<file path="src/rtl/rvfpm_pkg.sv">
// Shared definitions for the FP offload issue path.
// Contents: default tag width, the seven FP major opcodes, the buffered
// entry layout and an opcode classifier.
// Entry fields are sized for the widest supported configuration; narrower
// instances zero-extend on entry and truncate on exit.
package rvfpm_pkg;

    localparam int X_ID_WIDTH_DEF = 4;
    localparam int ID_W_MAX       = 16;
    localparam int XLEN_MAX       = 64;

    localparam logic [6:0] OPC_LOAD_FP  = 7'b0000111;
    localparam logic [6:0] OPC_STORE_FP = 7'b0100111;
    localparam logic [6:0] OPC_OP_FP    = 7'b1010011;
    localparam logic [6:0] OPC_MADD     = 7'b1000011;
    localparam logic [6:0] OPC_MSUB     = 7'b1000111;
    localparam logic [6:0] OPC_NMSUB    = 7'b1001011;
    localparam logic [6:0] OPC_NMADD    = 7'b1001111;

    typedef struct packed {
        logic [31:0]         instr;
        logic [ID_W_MAX-1:0] id;
        logic [XLEN_MAX-1:0] rs1_data;
        logic [31:0]         mem_data;
    } issue_entry_t;

    function automatic logic is_fp_opcode(input logic [6:0] opc);
        return (opc == OPC_LOAD_FP) || (opc == OPC_STORE_FP) ||
               (opc == OPC_OP_FP)   || (opc == OPC_MADD)     ||
               (opc == OPC_MSUB)    || (opc == OPC_NMSUB)    ||
               (opc == OPC_NMADD);
    endfunction

endpackage

</file>
<file path="src/rtl/rvfpm_fifo.sv">
// Synchronous FIFO of issue_entry_t.
// Ports: ck (rising edge), rst (sync active-low), flush (clears occupancy,
// wins over push/pop), push/din, pop, head (entry at read pointer), count.
// Storage is not reset; count gates every use of head.
module rvfpm_fifo
    import rvfpm_pkg::*;
#(
    parameter int DEPTH = 4,
    localparam int AW   = $clog2(DEPTH)
) (
    input  logic         ck,
    input  logic         rst,
    input  logic         flush,
    input  logic         push,
    input  issue_entry_t din,
    input  logic         pop,
    output issue_entry_t head,
    output logic [AW:0]  count
);

    issue_entry_t mem [DEPTH];
    logic [AW-1:0] wr_ptr;
    logic [AW-1:0] rd_ptr;

    // Pointers wrap modulo DEPTH by natural overflow (DEPTH is a power of two).
    always_ff @(posedge ck) begin
        if (!rst || flush) begin
            wr_ptr <= '0;
            rd_ptr <= '0;
            count  <= '0;
        end else begin
            if (push) wr_ptr <= wr_ptr + 1'b1;
            if (pop)  rd_ptr <= rd_ptr + 1'b1;
            case ({push, pop})
                2'b10:   count <= count + 1'b1;
                2'b01:   count <= count - 1'b1;
                default: count <= count;
            endcase
        end
    end

    always_ff @(posedge ck) begin
        if (rst && !flush && push) mem[wr_ptr] <= din;
    end

    assign head = mem[rd_ptr];

endmodule

</file>
<file path="src/rtl/rvfpm_issue_queue.sv">
// FP offload issue queue between the core issue interface and the FPU.
// Ports: ck/rst (sync active-low); issue_* offer from core with same-cycle
// issue_ready/issue_accept; flush drops all entries; fpu_ready/enable hand
// one head entry per cycle to the FPU on instruction/id/data_fromXreg/
// data_fromMem; count is current occupancy.
module rvfpm_issue_queue
    import rvfpm_pkg::*;
#(
    parameter int DEPTH      = 4,
    parameter int XLEN       = 32,
    parameter int X_ID_WIDTH = X_ID_WIDTH_DEF
) (
    input  logic                     ck,
    input  logic                     rst,
    input  logic                     issue_valid,
    output logic                     issue_ready,
    input  logic [31:0]              issue_instr,
    input  logic [X_ID_WIDTH-1:0]    issue_id,
    input  logic [XLEN-1:0]          issue_rs1_data,
    input  logic [31:0]              issue_mem_data,
    output logic                     issue_accept,
    input  logic                     flush,
    input  logic                     fpu_ready,
    output logic                     enable,
    output logic [31:0]              instruction,
    output logic [X_ID_WIDTH-1:0]    id,
    output logic [XLEN-1:0]          data_fromXreg,
    output logic [31:0]              data_fromMem,
    output logic [$clog2(DEPTH):0]   count
);

    localparam int AW = $clog2(DEPTH);
    localparam logic [AW:0] DEPTH_C = (AW+1)'(DEPTH);

    issue_entry_t din;
    issue_entry_t head;
    logic         push;
    logic         nonempty;
    logic         unused_head;

    assign din.instr    = issue_instr;
    assign din.id       = ID_W_MAX'(issue_id);
    assign din.rs1_data = XLEN_MAX'(issue_rs1_data);
    assign din.mem_data = issue_mem_data;

    // Readiness ignores a same-cycle pop: a full queue refuses even if draining.
    assign issue_ready  = (count < DEPTH_C) && !flush;
    assign push         = issue_valid && issue_ready && is_fp_opcode(issue_instr[6:0]);
    assign issue_accept = push;

    assign nonempty = (count != '0);
    assign enable   = nonempty && fpu_ready && !flush;

    assign instruction   = nonempty ? head.instr                     : '0;
    assign id            = nonempty ? head.id[X_ID_WIDTH-1:0]        : '0;
    assign data_fromXreg = nonempty ? head.rs1_data[XLEN-1:0]        : '0;
    assign data_fromMem  = nonempty ? head.mem_data                  : '0;

    // Upper bits of the widened fields carry no information at this size.
    assign unused_head = ^head;

    rvfpm_fifo #(.DEPTH(DEPTH)) u_fifo (
        .ck    (ck),
        .rst   (rst),
        .flush (flush),
        .push  (push),
        .din   (din),
        .pop   (enable),
        .head  (head),
        .count (count)
    );

endmodule

</file>
<file path="config.mk">
export PLATFORM = sky130hd
export DESIGN_NAME = rvfpm_issue_queue
export DESIGN_NICKNAME = d
export VERILOG_FILES = /design/src/rtl/rvfpm_pkg.sv /design/src/rtl/rvfpm_fifo.sv /design/src/rtl/rvfpm_issue_queue.sv
export SDC_FILE = /design/constraint.sdc
export NUM_CORES = 1
export LEC_CHECK = 0
export CORE_ASPECT_RATIO = 1.4
export CORE_MARGIN = 2
export CORE_UTILIZATION = 40
export CTS_BUF_LIST = sky130_fd_sc_hd__clkbuf_4 sky130_fd_sc_hd__clkbuf_8
export CTS_CLUSTER_SIZE = 25
export DETAILED_ROUTE_END_ITERATION = 8
export PLACE_DENSITY_LB_ADDON = 0.12
export SYNTH_ARGS = -nofsm -noshare
export SYNTH_HDL_FRONTEND = slang
export SYNTH_SLANG_ARGS = --single-unit
export TNS_END_PERCENT = 30
</file>
<file path="constraint.sdc">
create_clock -name ck -period 12.5 [get_ports ck]
set_input_delay 2.5 -clock ck [delete_from_list [all_inputs] [get_ports ck]]
set_output_delay 2.5 -clock ck [all_outputs]
set_load 0.005 [all_outputs]
</file>
Word level (Yosys, flattened, before mapping)
Memories as Yosys holds them, arrays and structs flattened. A register that Yosys moved wholly into a read port is not among the register bits. Cells that the tools add are included.

Flip-flop bits (word level): 7. Bits in writable memories: 400. Logic and storage cells: 45. Memories kept: 1.

$add $sub $neg: 4. Magnitude comparators: 1. Equality and inequality tests: 9. Muxes and demuxes: 9. Reduce and logical (&&, ||, !) cells: 18.

Memories: u_fifo.mem (depth 4, bits a word 100, rd ports 1, clocked after memory_dff 1, write ports 1, line rvfpm_fifo.sv:21) `issue_entry_t mem [DEPTH];`.

Operators by type and width (count): 32-bit two-way mux (3); 7-bit == test, second input constant (5); 7-bit by 3-bit == test with 1-bit output, second input constant (1); 7-bit by 6-bit == test with 1-bit output, second input constant (1); 1-bit logical AND (7); 1-bit logical OR (7); 3-bit one-hot mux with 2 select lines (1); 2-bit by 1-bit adder with 2-bit output, second input constant (2); 2-bit two-way mux (2); 4-bit two-way mux (1); 3-bit by 1-bit adder with 3-bit output, second input constant (1); 3-bit < comparator, second input constant (1); 3-bit nonzero test (1); 3-bit by 1-bit subtractor with 3-bit output, second input constant (1); 2-bit by 1-bit == test with 1-bit output, second input constant (1); 2-bit == test, second input constant (1); 1-bit zero test (2); 1-bit two-way mux (2); 2-bit nonzero test (1).

Logic depth before layout (Yosys ltp)
Word-level depth: 11. Gate-level depth with buffers: 10.

By module
From an unflattened synthesis, not the netlist that was laid out.

Cell total of the unflattened synthesis: 921. Area total of the unflattened synthesis: 21949.8 um2.

By module, submodules not included: rvfpm_fifo (instances 1, cells an instance 799, area an instance 21179.1 um2, seq. area each 17476.8 um2); rvfpm_issue_queue (instances 1, cells an instance 122, area an instance 770.7 um2, seq. area each 0.0 um2).

Least setup slack after synthesis
OpenSTA, ideal clock, no wires.

Kind: input port to flip-flop. Start: input issue_instr[6]. End: memory u_fifo.mem[0][0] (netlist bit) (enable). Setup time: 0.470 ns. Arrival time: 5.524 ns. Required time: 12.030 ns. Path slack: 6.506 ns. Stages: 4. Buffers on the path: 0. Cells stage by stage: and2_1 -> o32a_1 -> nor2_2 -> and3_1.

Longest elaborated chain between the ends: 11.

Ends and longest elaborated chain: start, declared (line rvfpm_issue_queue.sv:17) `input logic [31:0] issue_instr,`; 7-bit by 3-bit == test with 1-bit output / 7-bit by 6-bit == test with 1-bit output (equally long branches) (line rvfpm_pkg.sv:28) `return (opc == OPC_LOAD_FP) || (opc == OPC_STORE_FP) ||`; 1-bit logical OR (2 in series) (line rvfpm_pkg.sv:28); 1-bit logical OR (2 in series) (line rvfpm_pkg.sv:29) `(opc == OPC_OP_FP) || (opc == OPC_MADD) ||`; 1-bit logical OR (line rvfpm_pkg.sv:30) `(opc == OPC_MSUB) || (opc == OPC_NMSUB) ||`; 1-bit logical OR (*) (line rvfpm_pkg.sv:30); 1-bit logical AND (*) (line rvfpm_issue_queue.sv:48) `assign push = issue_valid && issue_ready && is_fp_opcode(issue_instr[6:0]);`; named net issue_accept (line rvfpm_issue_queue.sv:21) `output logic issue_accept,`; 1-bit logical AND (*) (line rvfpm_fifo.sv:43) `if (rst && !flush && push) mem[wr_ptr] <= din;`; 1-bit two-way mux (*) (line rvfpm_fifo.sv:43); 1-bit two-way mux (not written as such) (*) (line rvfpm_fifo.sv:43); end, declared (line rvfpm_fifo.sv:21).

Mark *: on every way through the listed nets, which the timed path passes. The rest lies on a longest branch.

Final worst setup path
Start: input issue_instr[2]. End: output issue_accept.

Longest elaborated chain between the ends: 8.

Ends and longest elaborated chain (line): 7-bit by 3-bit == test with 1-bit output / 7-bit by 6-bit == test with 1-bit output (equally long branches) (rvfpm_pkg.sv:28); 1-bit logical OR (2 in series) (rvfpm_pkg.sv:28); 1-bit logical OR (2 in series) (rvfpm_pkg.sv:29); 1-bit logical OR (rvfpm_pkg.sv:30); 1-bit logical OR (*) (rvfpm_pkg.sv:30); 1-bit logical AND (*) (rvfpm_issue_queue.sv:48); end, declared (rvfpm_issue_queue.sv:21).

Mark *: on every way between the ends. The rest lies on a longest branch, timed or not.

==> results by group <==
GRT
  – Largest net degree at the start of global routing: 88
  – GRT overflow: 0
  – Vias in the first global route: 8005
  – First-pass GRT wire length: 47700 um
  – Tot GR Track Use: 15.8%
  – Initial antenna violation count: 5

Clock tree
  – Post-CTS resize count: 0
  – Setup Buffers After CTS: 0
  – Post-CTS Hold Buffers: 0
  – CTS Sinks: 409
  – CTS Root Cell: clkbuf_8
  – CTS max path bufs: 3
  – TritonCTS clock tree: yes
  – Clock Latency Late Sink: 0.61 ns
  – H-tree levels: 2
  – Clock slew at reported path FFs: 0.06 ns
  – Total CTS buffers: 60

Place
  – Dpl hpwl: 17200 um
  – PortBufs: 210
  – Routability Congestion: 0.695

Synthesis
  – Yosys top cell by area: edfxtp_1
  – Syn_nets: 806
  – Post-Synthesis Cells: 695
  – Main synth FF type: edfxtp_1
  – Post-synth cell types: 28
  – Synth top area cells: edfxtp_1 (76%), mux4_2 (14%), and2_1 (4.0%)
  – Asr flop ratio synth: 0%
  – Post-Syn Area: 15700 um^2
  – Top-area cell type share of the netlist area: 76.4%
  – Synth Register Bits: 409
  – Synth top cells by count: edfxtp_1 (400), and2_1 (101), mux4_2 (100), buf_2 (11), clkbuf_1 (11)
  – Number of synthesized flops with an enable pin: 400
  – Seq/Total Area, Yosys: 77.6%
  – Synth Warn #: 0
  – Syn avg cell area: 22.6 um^2
  – Most common cell in the netlist: edfxtp_1

Routing
  – Total wire length: 32000 um
  – Routed wire per std cell: 21.2 um
  – Antenna Violating Nets Remaining: 0
  – Drt pass-1 iters: 7
  – Initial drt markers: 404
  – DRC viols: 0
  – Via density: 4.94
  – Vias: 7451

Worst setup path
  – Critical path class: input port to output pin
  – R2r setup slk: 9.31 ns
  – Data required, critical path: 10.00 ns
  – Critical path endpoint category: output pin
  – Arrival time worst endpoint: 4.42 ns
  – R2r startpoint: u_fifo.count[2]$_SDFFE_PP0P_
  – Beginning of the critical path: issue_instr[2]
  – Reg-to-reg endpoint: u_fifo.mem[0][81]$_DFFE_PP_
  – Critical Path Fanout Max: 6
  – CP startpoint kind: input port
  – Worst-case reg-to-reg path depth: 5

STA
  – RSZ-0062 raised after global routing: false
  – Final setup fails: 0
  – Min cycle time layout: 6.92 ns
  – Period utilization: 55.4%
  – Final hold viol count: 0
  – Worst slew pin tran: 0.985 ns
  – Setup TNS: 0 ns
  – Fmax: 144 MHz
  – Max Slew Vio Count: 0
  – Setup Skew: 0.0158 ns
  – Relative slew margins: 34.4%
  – Min Hold Slack: 0.536 ns

Power
  – Power share of the clock group: 38.4%
  – Leakage: 5.97 nW
  – P_sw: 493 uW
  – Switch share: 19.4%
  – Final Power: 2.54 mW
  – Gate power share: 2.2%
  – PD cells: 131 nW/um^2
  – Seq pwr share: 59.3%
  – P_int: 2.04 mW
  – Maximum vdd drop: 0.0752 mV

Die
  – Cell Rows: 85
  – Initial Util: 40.7%
  – Core region area: 38600 um^2
  – Num ports: 211
  – Die height: 239 um
  – Full die area: 40900 um^2
  – Die Span X: 172 um

Hold path
  – Worst hold endpoint: u_fifo.rd_ptr[1]$_SDFFE_PP0P_
  – Hold path cells: 2
  – Hold Crit Class: flip-flop to flip-flop
  – Hold Startpoint: u_fifo.rd_ptr[1]$_SDFFE_PP0P_

Layout
  – Final nets: 1052
  – Layout area overhead: 23.0%
  – Fraction of layout cells with a size suffix above 1: 20.5%

Run
  – Max-Cap Viols: 0

Status
  – Status: finished clean
## cell usage in the layout (no fill, tap or decap), types with 3 or more instances in the layout
cell / instances
clkinv_1: 18
clkinv_2: 6
clkbuf_8: 61
edfxtp_1: 400
clkdlybuf4s50_1: 210
clkbuf_4: 19
xor2_1: 4
a21oi_1: 4
nor2_1: 9
o21ai_0: 3
mux4_2: 100
and3_4: 4
dfxtp_1: 7
buf_4: 8
inv_1: 6
ha_1: 5
nand3_1: 3
and2_1: 101
## routing by layer
layer  GRT usage (%)  routed length (um)  share of wire (%)  vias up
li1                -                   -                  -     3335
met1            18.7               12400                 39     3855
met2            27.3               16600                 52      192
met3            4.37                2070                6.5       63
met4            5.62                 813                2.5        6
met5               0                  37               0.12        -
## metrics by stage
step	cell area [um^2]	instances	worst slack [ns]	utilization, %
after floorplan	15700	695	6.51	-
after CTS	19300	1505	5.58	50.1
after global placement	18300	1401	5.61	47.3
after global routing	19300	1507	5.42	50.1
after detailed placement	18300	1401	5.62	47.3
final	19300	1507	5.58	50.1
## registers in the layout, summed over array words and instances, names as in the netlist, named ones only
register,flops
u_fifo.rd_ptr,2
u_fifo.wr_ptr,2
u_fifo.count,3
u_fifo.mem,400
## power groups by stage
| stage | clock network (mW) | registers, mW | logic, mW |
|---|---|---|---|
| 2_1_floorplan | 0 | 1.53 | 0.00595 |
| 3_3_place_gp | 0 | 1.53 | 0.0550 |
| 3_5_place_dp | 0 | 1.53 | 0.0564 |
| 4_1_cts | 1.02 | 1.50 | 0.0568 |
| 5_1_grt | 1.07 | 1.50 | 0.0609 |
| 6_report | 0.975 | 1.50 | 0.0562 |
## how the worst max path moves through the flow
stage                     depth (start not counted)                          to
after floorplan                                   4  u_fifo.mem[0][0]$_DFFE_PP_
after global placement                            5                issue_accept
after detailed placement                          5                issue_accept
after CTS                                         5                issue_accept
after global routing                              5                issue_accept
final                                             5                issue_accept
## worst max-delay path: stages
cell	delay, ns
clkdlybuf4s50_1	0.53
a211oi_1	0.35
nand4_1	0.19
nor2_2	0.29
clkdlybuf4s50_1	0.56
## logic make-up (layout without fill, tap and decap cells)
| group | count (synthesis) | after routing | share of synthesized area, % |
|---|---|---|---|
| XOR/XNOR | 4 | 4 | 0.223 |
| AND/OR/NAND/NOR | 126 | 126 | 4.85 |
| flip-flops | 409 | 409 | 77.6 |
| AO/OA/AOI/OAI | 10 | 10 | 0.390 |
| other | 0 | 2 | 0 |
| adder cells (fa/ha/maj) | 6 | 6 | 0.525 |
| multiplexers | 100 | 100 | 14.3 |
| buffers and inverters | 40 | 328 | 2.13 |
## layout make-up
class	instances	area (um^2)
fill	3233	19300
sequential	409	12200
multi-input combinational	246	3210
timing repair buffer	218	2160
clock buffer	80	982
tap	522	653
clock inverter	24	97.6
inverter	6	22.5
antenna	2	5.00
Note: power is estimated with default switching activity, not from simulation.
